==> config.mk <==
export PLATFORM = sky130hd
export DESIGN_NAME = sprite_motion_ctrl
export DESIGN_NICKNAME = d
export VERILOG_FILES = /design/src/rtl/sprite_motion_ctrl.sv
export SDC_FILE = /design/constraint.sdc
export NUM_CORES = 1
export LEC_CHECK = 0
export BUFFER_PORTS_ARGS = -buffer_cell sky130_fd_sc_hd__buf_2
export CAP_MARGIN = 20
export CORE_UTILIZATION = 52
export CTS_CLUSTER_SIZE = 28
export DETAILED_ROUTE_END_ITERATION = 16
export PLACE_DENSITY = 0.72
export SYNTH_ARGS = -nofsm -noshare
export SYNTH_HDL_FRONTEND = slang
export SYNTH_SLANG_ARGS = --single-unit
==> constraint.sdc <==
create_clock -name CLOCK -period 7.4 [get_ports CLOCK]
set_clock_uncertainty 0.1 [all_clocks]
set_input_delay 1.85 -clock CLOCK [delete_from_list [all_inputs] [get_ports CLOCK]]
set_output_delay 1.85 -clock CLOCK [all_outputs]
set_load 0.02 [all_outputs]
==> src/rtl/sprite_motion_ctrl.sv <==
// sprite_motion_ctrl: per-sprite PLAYER/BOUNCE motion engine with edge-hit pulses, updated on the falling clock edge.
// Define SPRITE_WRAP_EN to wrap PLAYER motion to the opposite limit instead of clamping.
module sprite_motion_ctrl #(
  parameter int SCREEN_W = 640,
  parameter int SCREEN_H = 480,
  parameter int OBJ_W = 155,
  parameter int OBJ_H = 82,
  parameter int POS_W = 10,
  parameter int SPEED = 5,
  parameter int INIT_X = 0,
  parameter int INIT_Y = 0
) (
  input  logic             CLOCK,
  input  logic             RESET,
  input  logic             tick,
  input  logic             mode,
  input  logic [3:0]       dirs,
  output logic [POS_W-1:0] posX,
  output logic [POS_W-1:0] posY,
  output logic [3:0]       edgeHit,
  output logic             moving
);
  localparam int AW = POS_W + 1;
  localparam logic [AW-1:0] MX = AW'(SCREEN_W - OBJ_W);
  localparam logic [AW-1:0] MY = AW'(SCREEN_H - OBJ_H);
  localparam logic [AW-1:0] SP = AW'(SPEED);
`ifdef SPRITE_WRAP_EN
  localparam logic WRAP = 1'b1;
`else
  localparam logic WRAP = 1'b0;
`endif
  typedef enum logic {PLAYER, BOUNCE} stateT;
  stateT state, nextState;
  logic xDir, yDir, nxDir, nyDir, bounce, hx, hy;
  logic [AW:0] sx, sy;
  logic [AW-1:0] nx, ny;
  logic [3:0] hits;
  // {reached-or-crossed the edge in the travel direction, next coordinate}
  function automatic logic [AW:0] stepAxis(input logic [AW-1:0] p, input logic [AW-1:0] lim,
                                           input logic neg, input logic wrap);
    logic [AW-1:0] up;
    up = p + SP;
    return neg ? {p <= SP, p >= SP ? p - SP : (wrap ? lim : {AW{1'b0}})}
               : {up >= lim, up <= lim ? up : (wrap ? {AW{1'b0}} : lim)};
  endfunction
  always_comb begin
    bounce = state == BOUNCE;
    sx = stepAxis({1'b0, posX}, MX, bounce ? !xDir : dirs[1], WRAP && !bounce);
    sy = stepAxis({1'b0, posY}, MY, bounce ? !yDir : dirs[0], WRAP && !bounce);
    hx = dirs[1] ^ dirs[3];
    hy = dirs[0] ^ dirs[2];
    nextState = state;
    nx = {1'b0, posX};
    ny = {1'b0, posY};
    nxDir = xDir;
    nyDir = yDir;
    hits = 4'b0;
    if (bounce != mode) begin
      nextState = mode ? BOUNCE : PLAYER;
      nxDir = mode ? 1'b1 : xDir;
      nyDir = mode ? 1'b1 : yDir;
    end else if (bounce) begin
      nx = sx[AW-1:0];
      ny = sy[AW-1:0];
      nxDir = xDir ^ sx[AW];
      nyDir = yDir ^ sy[AW];
      hits = {xDir & sx[AW], yDir & sy[AW], !xDir & sx[AW], !yDir & sy[AW]};
    end else begin
      nx = hx ? sx[AW-1:0] : nx;
      ny = hy ? sy[AW-1:0] : ny;
      hits = {dirs[3] & hx & sx[AW], dirs[2] & hy & sy[AW], dirs[1] & hx & sx[AW], dirs[0] & hy & sy[AW]};
    end
  end
  always_ff @(negedge CLOCK) begin
    if (RESET) begin
      state <= mode ? BOUNCE : PLAYER;
      posX <= POS_W'(INIT_X);
      posY <= POS_W'(INIT_Y);
      xDir <= 1'b1;
      yDir <= 1'b1;
      edgeHit <= 4'b0;
      moving <= 1'b0;
    end else begin
      edgeHit <= tick ? hits : 4'b0;
      if (tick) begin
        state <= nextState;
        posX <= nx[POS_W-1:0];
        posY <= ny[POS_W-1:0];
        xDir <= nxDir;
        yDir <= nyDir;
        moving <= (nx != {1'b0, posX}) || (ny != {1'b0, posY});
      end
    end
  end
endmodule

==> metrics, run 1 <==
run status finished, final reports clean; count of unique library cells instantiated by Yosys between 60 and 70; antenna violations before repair 0; first-pass iteration count of the detailed router 6; starting utilization of the core area 0.553; total I/O pin count 33; register share of total power 0.297; top cells by count, synth nand2_1 (55), nor2_1 (51), a21oi_1 (43); most frequently used cell type in the post-synthesis netlist nand2_1; cell taking the most area after synthesis dfxtp_1; count of vias placed by the detailed router ~4000; proportion of layout cells with a drive suffix above 1 0.205; setup violators final 0; Max Cap Violations 0; Final Hold Vio Count 0; setup slack of the most critical reg-to-reg path 3.82 ns; WL final 10.4 mm; CTS Buffer Depth 2; area enclosed by the die boundary about 6400 sq um; number of synthesized register bits 28; site row count 27; worst setup path end moving; clock share of power 0.245; area share of the leading cell type in the synthesized netlist 0.172; number of H-tree levels 1; I/O Buffers 32; average cell area after synthesis 6.68 sq um; power share of the combinational group 0.458; Yosys warnings 0; Power, Total approximately 0.00058 W; CTS sink count 28; Total GRT Usage 0.341; Detailed Route Iter0 Violations around 270; fraction of synthesized area in multiplexers 0.0163; simple-gate portion of the synthesized area 0.318; worst hold stages 2; Core Region 5680 sq um; Antenna Diode Count 0; Leak 1.72 nW; Routability Congestion ~0.97; FILL cells 525; combinational family with the most area after synthesis compound AO/OA/AOI/OAI gates; crit path kind input port to flip-flop; Clk pin slew, worst setup/hold paths approximately 0.04 ns; clock tree from TritonCTS built; remaining design rule violation count 0; worst r2r dst moving; kind of launch point of the worst setup path input port; overall overflow remaining after global route 0; clk root buf clkbuf_8; clock latency at the later pin of the worst-skew pair 0.35 ns; footprint of the multi-input gates 2440 sq um; arrival time reported for the critical path endpoint around 3.8 ns; antenna-violating nets left 0; global-route wire length before repair approximately 17 mm; worst max-slew margin expressed relative to the limit 0.560; number of slew-limit violations in the final report 0; EDFF count, synth 1; Post-Syn Instances 470; cell-internal power about 0.00033 W; post-synthesis sequential area ratio 0.182; Inserted Clock Buffers 3; worst reg2reg startpoint posX[0]; average wire length per cell after detail routing 16.7 microns; critical path launch point dirs[1]; capturing element type of the critical path flip-flop; Slew @ Worst Pin roughly 0.66 ns; complex-gate fraction of the synthesized area 0.339; net count of the mapped netlist 492; Total Neg Setup Slack 0 ns; maximum ir drop on the vdd rail about 0.10 mV; Storage cell area 571 sq um; HPWL after detailed placement 7.76 mm; count of placed standard cells including taps between 500 and 600; top fanout value on the critical path 4; worst slack on hold paths around 0.44 ns; switching power share of the total 0.436; cts-stage hold buffer count 0; count of non-filler cells in the finished layout around 630; share of synthesized registers carrying an async set or reset 0; Main synth FF type dfxtp_1; adder-cell share of the synthesized area 0.0558; signed area change from the synthesized netlist to the final layout 24.3%; pin count of the biggest net entering global routing 30; net count reported at finish 579; R2R depth 9; Min-Delay Path Class flip-flop to flip-flop; height of the chip ~80 microns; Avg Vias per Cell 6.35; leading cell types by total area after synthesis dfxtp_1 (17%), a21oi_1 (6.9%), nand2_1 (6.6%); worst path required time between 3 and 4 ns; Synth Area in XOR/XNOR 0.0251; post-synthesis instance area around 3100 sq um; ratio of total power to cell area about 150 nW/um^2; width of the chip 79.7 microns; number of global-route vias before repair about 3700; RSZ-0062 raised after global routing yes; switching power roughly 0.00025 W
## cells in the final DEF, fill, tap and decap left out, types with 13 or more instances in the layout
cell	synthesis	layout
buf_4	0	56
nand2_1	55	54
nor2_1	51	51
a21oi_1	43	41
inv_1	16	41
o21ai_0	34	34
buf_2	6	30
dfxtp_1	27	27
nor3_1	19	19
nand3_1	14	14
a31oi_1	13	13
## power by group through the flow
| stage | sequential, W | clock (W) | combinational, W |
|---|---|---|---|
| 3_3_place_gp | 0.000175 | 0.0000239 | 0.000255 |
| 3_5_place_dp | 0.000175 | 0.0000239 | 0.000257 |
| 4_1_cts | 0.000173 | 0.000153 | 0.000258 |
| 5_1_grt | 0.000174 | 0.000167 | 0.000292 |
| 6_report | 0.000174 | 0.000143 | 0.000267 |
| 2_1_floorplan | 0.000177 | 0.0000239 | 0.000168 |
## state kept, by name (all words and copies together) (netlist names)
register and count:
edgeHit 4, yDir 1, posX 10, posY 10
bounce 1, moving 1, xDir 1
## final cells by class
cell class,instances,area share
flip-flops and latches,28,0.146
inverters,16,0.0167
multi-input cells,392,0.624
well taps,72,0.0231
clock inverters,28,0.0269
clock buffers,3,0.0106
repair buffers,88,0.153
## per-layer routing
layer / track usage / vias up / part of all wire
met4: 0.193 / 0 / 0.037
met5: 0 / - / 0
met1: 0.409 / 1860 / 0.42
li1: - / 1903 / -
met2: 0.559 / 182 / 0.48
met3: 0.0743 / 38 / 0.071
## cell families (layout without fill, tap and decap cells)
family | count (synthesis) | count (layout)
compound gates | 162 | 162
flops | 28 | 28
xor+xnor | 9 | 9
buf+inv | 50 | 135
mux | 5 | 5
fa+ha+maj | 14 | 14
simple gates | 202 | 202
## per-stage QoR
step                cell area [sq um]  setup slack [ns]   util
global route                     3910           -0.0609  0.688
CTS                              3860            0.0979  0.681
detailed placement               3720            -0.266  0.655
finish                           3910            0.0429  0.688
floorplan                        3210           -0.0729      -
global placement                 3720            -0.214  0.655
## worst min path at each step
stage / from / to
2_1_floorplan: yDir / edgeHit[2]
3_3_place_gp: moving / moving
3_5_place_dp: moving / moving
4_1_cts: moving / moving
5_1_grt: moving / moving
6_report: moving / moving
## critical path: stages
cell       delay, ns
buf_8           0.10
inv_4           0.04
ha_4            0.18
or3_4           0.39
a21oi_4         0.20
nand2_2         0.07
a2bb2oi_2       0.13
nor2_1          0.15
o311ai_2        0.12
mux2i_1         0.16
nor4_2          0.27
a31oi_1         0.10
## repair_timing
item / 4_1_cts / 5_1_grt
endpoints found under the hold margin: 0 / 0
resized for setup: 0 / 9
setup buffers: 0 / 1
setup endpoints to repair: 0 / 1
(Power assumes the default switching activity.)
==> run 2: changes to the inputs <==
- BUFFER_PORTS_ARGS: -buffer_cell sky130_fd_sc_hd__buf_2 -> -buffer_cell sky130_fd_sc_hd__buf_4
- CORE_ASPECT_RATIO: default -> 0.8
==> metrics, run 2 (same netlist as run 1, synthesis figures left out) <==
I/O Buffers 32; CTS Buffer Depth 2; signed area change from the synthesized netlist to the final layout 23.4%; count of placed standard cells including taps 592; worst path required time roughly 3.8 ns; number of H-tree levels 1; maximum ir drop on the vdd rail 0.0880 mV; CP Cell Sequence buf_4 -> inv_1 -> ha_1 -> a21o_1 -> a31o_2 -> nor2_1 -> a22oi_2 -> o21ai_0 -> nand2_1 -> o41ai_1 -> a31oi_1; top layer in use met4; net count reported at finish around 570; Total Neg Setup Slack 0 ns; Bufs and invs on worst path 2; Routability Congestion 1.01; overall overflow remaining after global route 0; Antenna Diode Count 0; number of global-route vias before repair around 3500; WL final about 11 mm; ratio of total power to cell area 153 nW/um^2; proportion of layout cells with a drive suffix above 1 0.182; worst reg2reg startpoint posX[0]; longest individual stage delay on the worst path 0.42 ns; remaining design rule violation count 0; Total GRT Usage 0.347; Final Util 0.686; area enclosed by the die boundary approximately 6400 sq um; Slew @ Worst Pin slightly above 0.7 ns; crit path kind input port to flip-flop; top fanout value on the critical path 5; capturing element type of the critical path flip-flop; Clk pin slew, worst setup/hold paths ~0.040 ns; global-route wire length before repair 17.2 mm; Final Hold Vio Count 0; RSZ-0062 raised after global routing yes; most common library cell in the layout ignoring fill and taps buf_4; kind of launch point of the worst setup path input port; metal1 wirelength around 5 mm; met3 wirelength from detailed routing approximately 1.4 mm; setup slack of the most critical reg-to-reg path 3.70 ns; first-pass iteration count of the detailed router 5; HPWL after detailed placement 8.17 mm; number of slew-limit violations in the final report 0; starting utilization of the core area 0.556; worst setup path end moving; clk root buf clkbuf_8; CTS sink count 28; worst max-slew margin expressed relative to the limit 0.528; count of non-filler cells in the finished layout between 600 and 700; delay-heaviest family, CP compound AO/OA/AOI/OAI gates; setup violators final 0; Min-Delay Path Class flip-flop to flip-flop; height of the chip 71.5 microns; Inserted Clock Buffers 3; Power, Total roughly 0.00059 W; antenna violations before repair 0; final worst setup slack ~0.04 ns; total length of routed met2 wires between 4 and 5 mm; Avg Vias per Cell around 6.3; pin count of the biggest net entering global routing 30; Core Region roughly 5600 sq um; post-CTS repair timing setup buffer count 0; Max Cap Violations 0; clock latency at the later pin of the worst-skew pair about 0.36 ns; count of vias placed by the detailed router 3947; site row count 24; antenna-violating nets left 0; total I/O pin count 33; average wire length per cell after detail routing approximately 17 microns; worst-case setup slack after placement -0.259 ns; critical path launch point dirs[0]; R2R depth 10; width of the chip approximately 89 microns; Leak ~1.7 nW; clock tree from TritonCTS built; worst r2r dst moving; run status finished, final reports clean; registers with the most flip-flops posX: 10 flops, posY: 10 flops, edgeHit: 4 flops; critical path's slowest cell o41ai_1; Detailed Route Iter0 Violations 515; arrival time reported for the critical path endpoint 3.78 ns; cell depth of the worst setup path 11; top library cells by usage in the layout, fill and taps aside buf_4 (77), nand2_1 (55), nor2_1 (51)
==> run 2: layer usage <==
| metal | GRT usage | up-vias |
|---|---|---|
| met4 | 0.0824 | 0 |
| met5 | 0 | - |
| met2 | 0.471 | 239 |
| met1 | 0.527 | 1814 |
| li1 | - | 1882 |
| met3 | 0.104 | 12 |
==> run 2: cell type report <==
type                    instances  area, sq um
multi-input cells             392         2420
fillers                       509         1770
repair buffers                 77          578
flip-flops and latches         28          571
clock inverters                28          105
well taps                      78         97.6
inverters                      16         62.6
clock buffers                   3         41.3
==> run 2: worst min-delay path by stage <==
stage | start | to | cells after the start
after floorplan | yDir | edgeHit[2] | 2
after global placement | moving | moving | 2
after detailed placement | moving | moving | 2
after CTS | moving | moving | 2
after global routing | moving | moving | 2
final | moving | moving | 2
==> run 2: metrics by stage <==
step	hold slack [ns]	cell area (sq um)
after floorplan	0.394	3210
after global placement	0.419	3730
after detailed placement	0.419	3730
after CTS	0.424	3870
after global routing	0.442	3870
final	0.429	3870
==> run 2: power by group <==
part | leakage, nW | switching [W] | internal (W)
Clock | 0.171 | 0.0000901 | 0.0000564
Sequential | 0.229 | 0.0000153 | 0.000160
Combinational | 1.26 | 0.000156 | 0.000113
==> run 2: tightest hold or removal path: cells and delay by family, from the launching register on <==
family,cells,cell delay [ns]
AOI/OAI and AO/OA,2,0.16
DFF,1,0.32
==> run 2: timing repair <==
item                       in CTS  in global routing
hold buffers                    0                  0
resized for setup               0                  0
setup endpoints to repair       0                  1
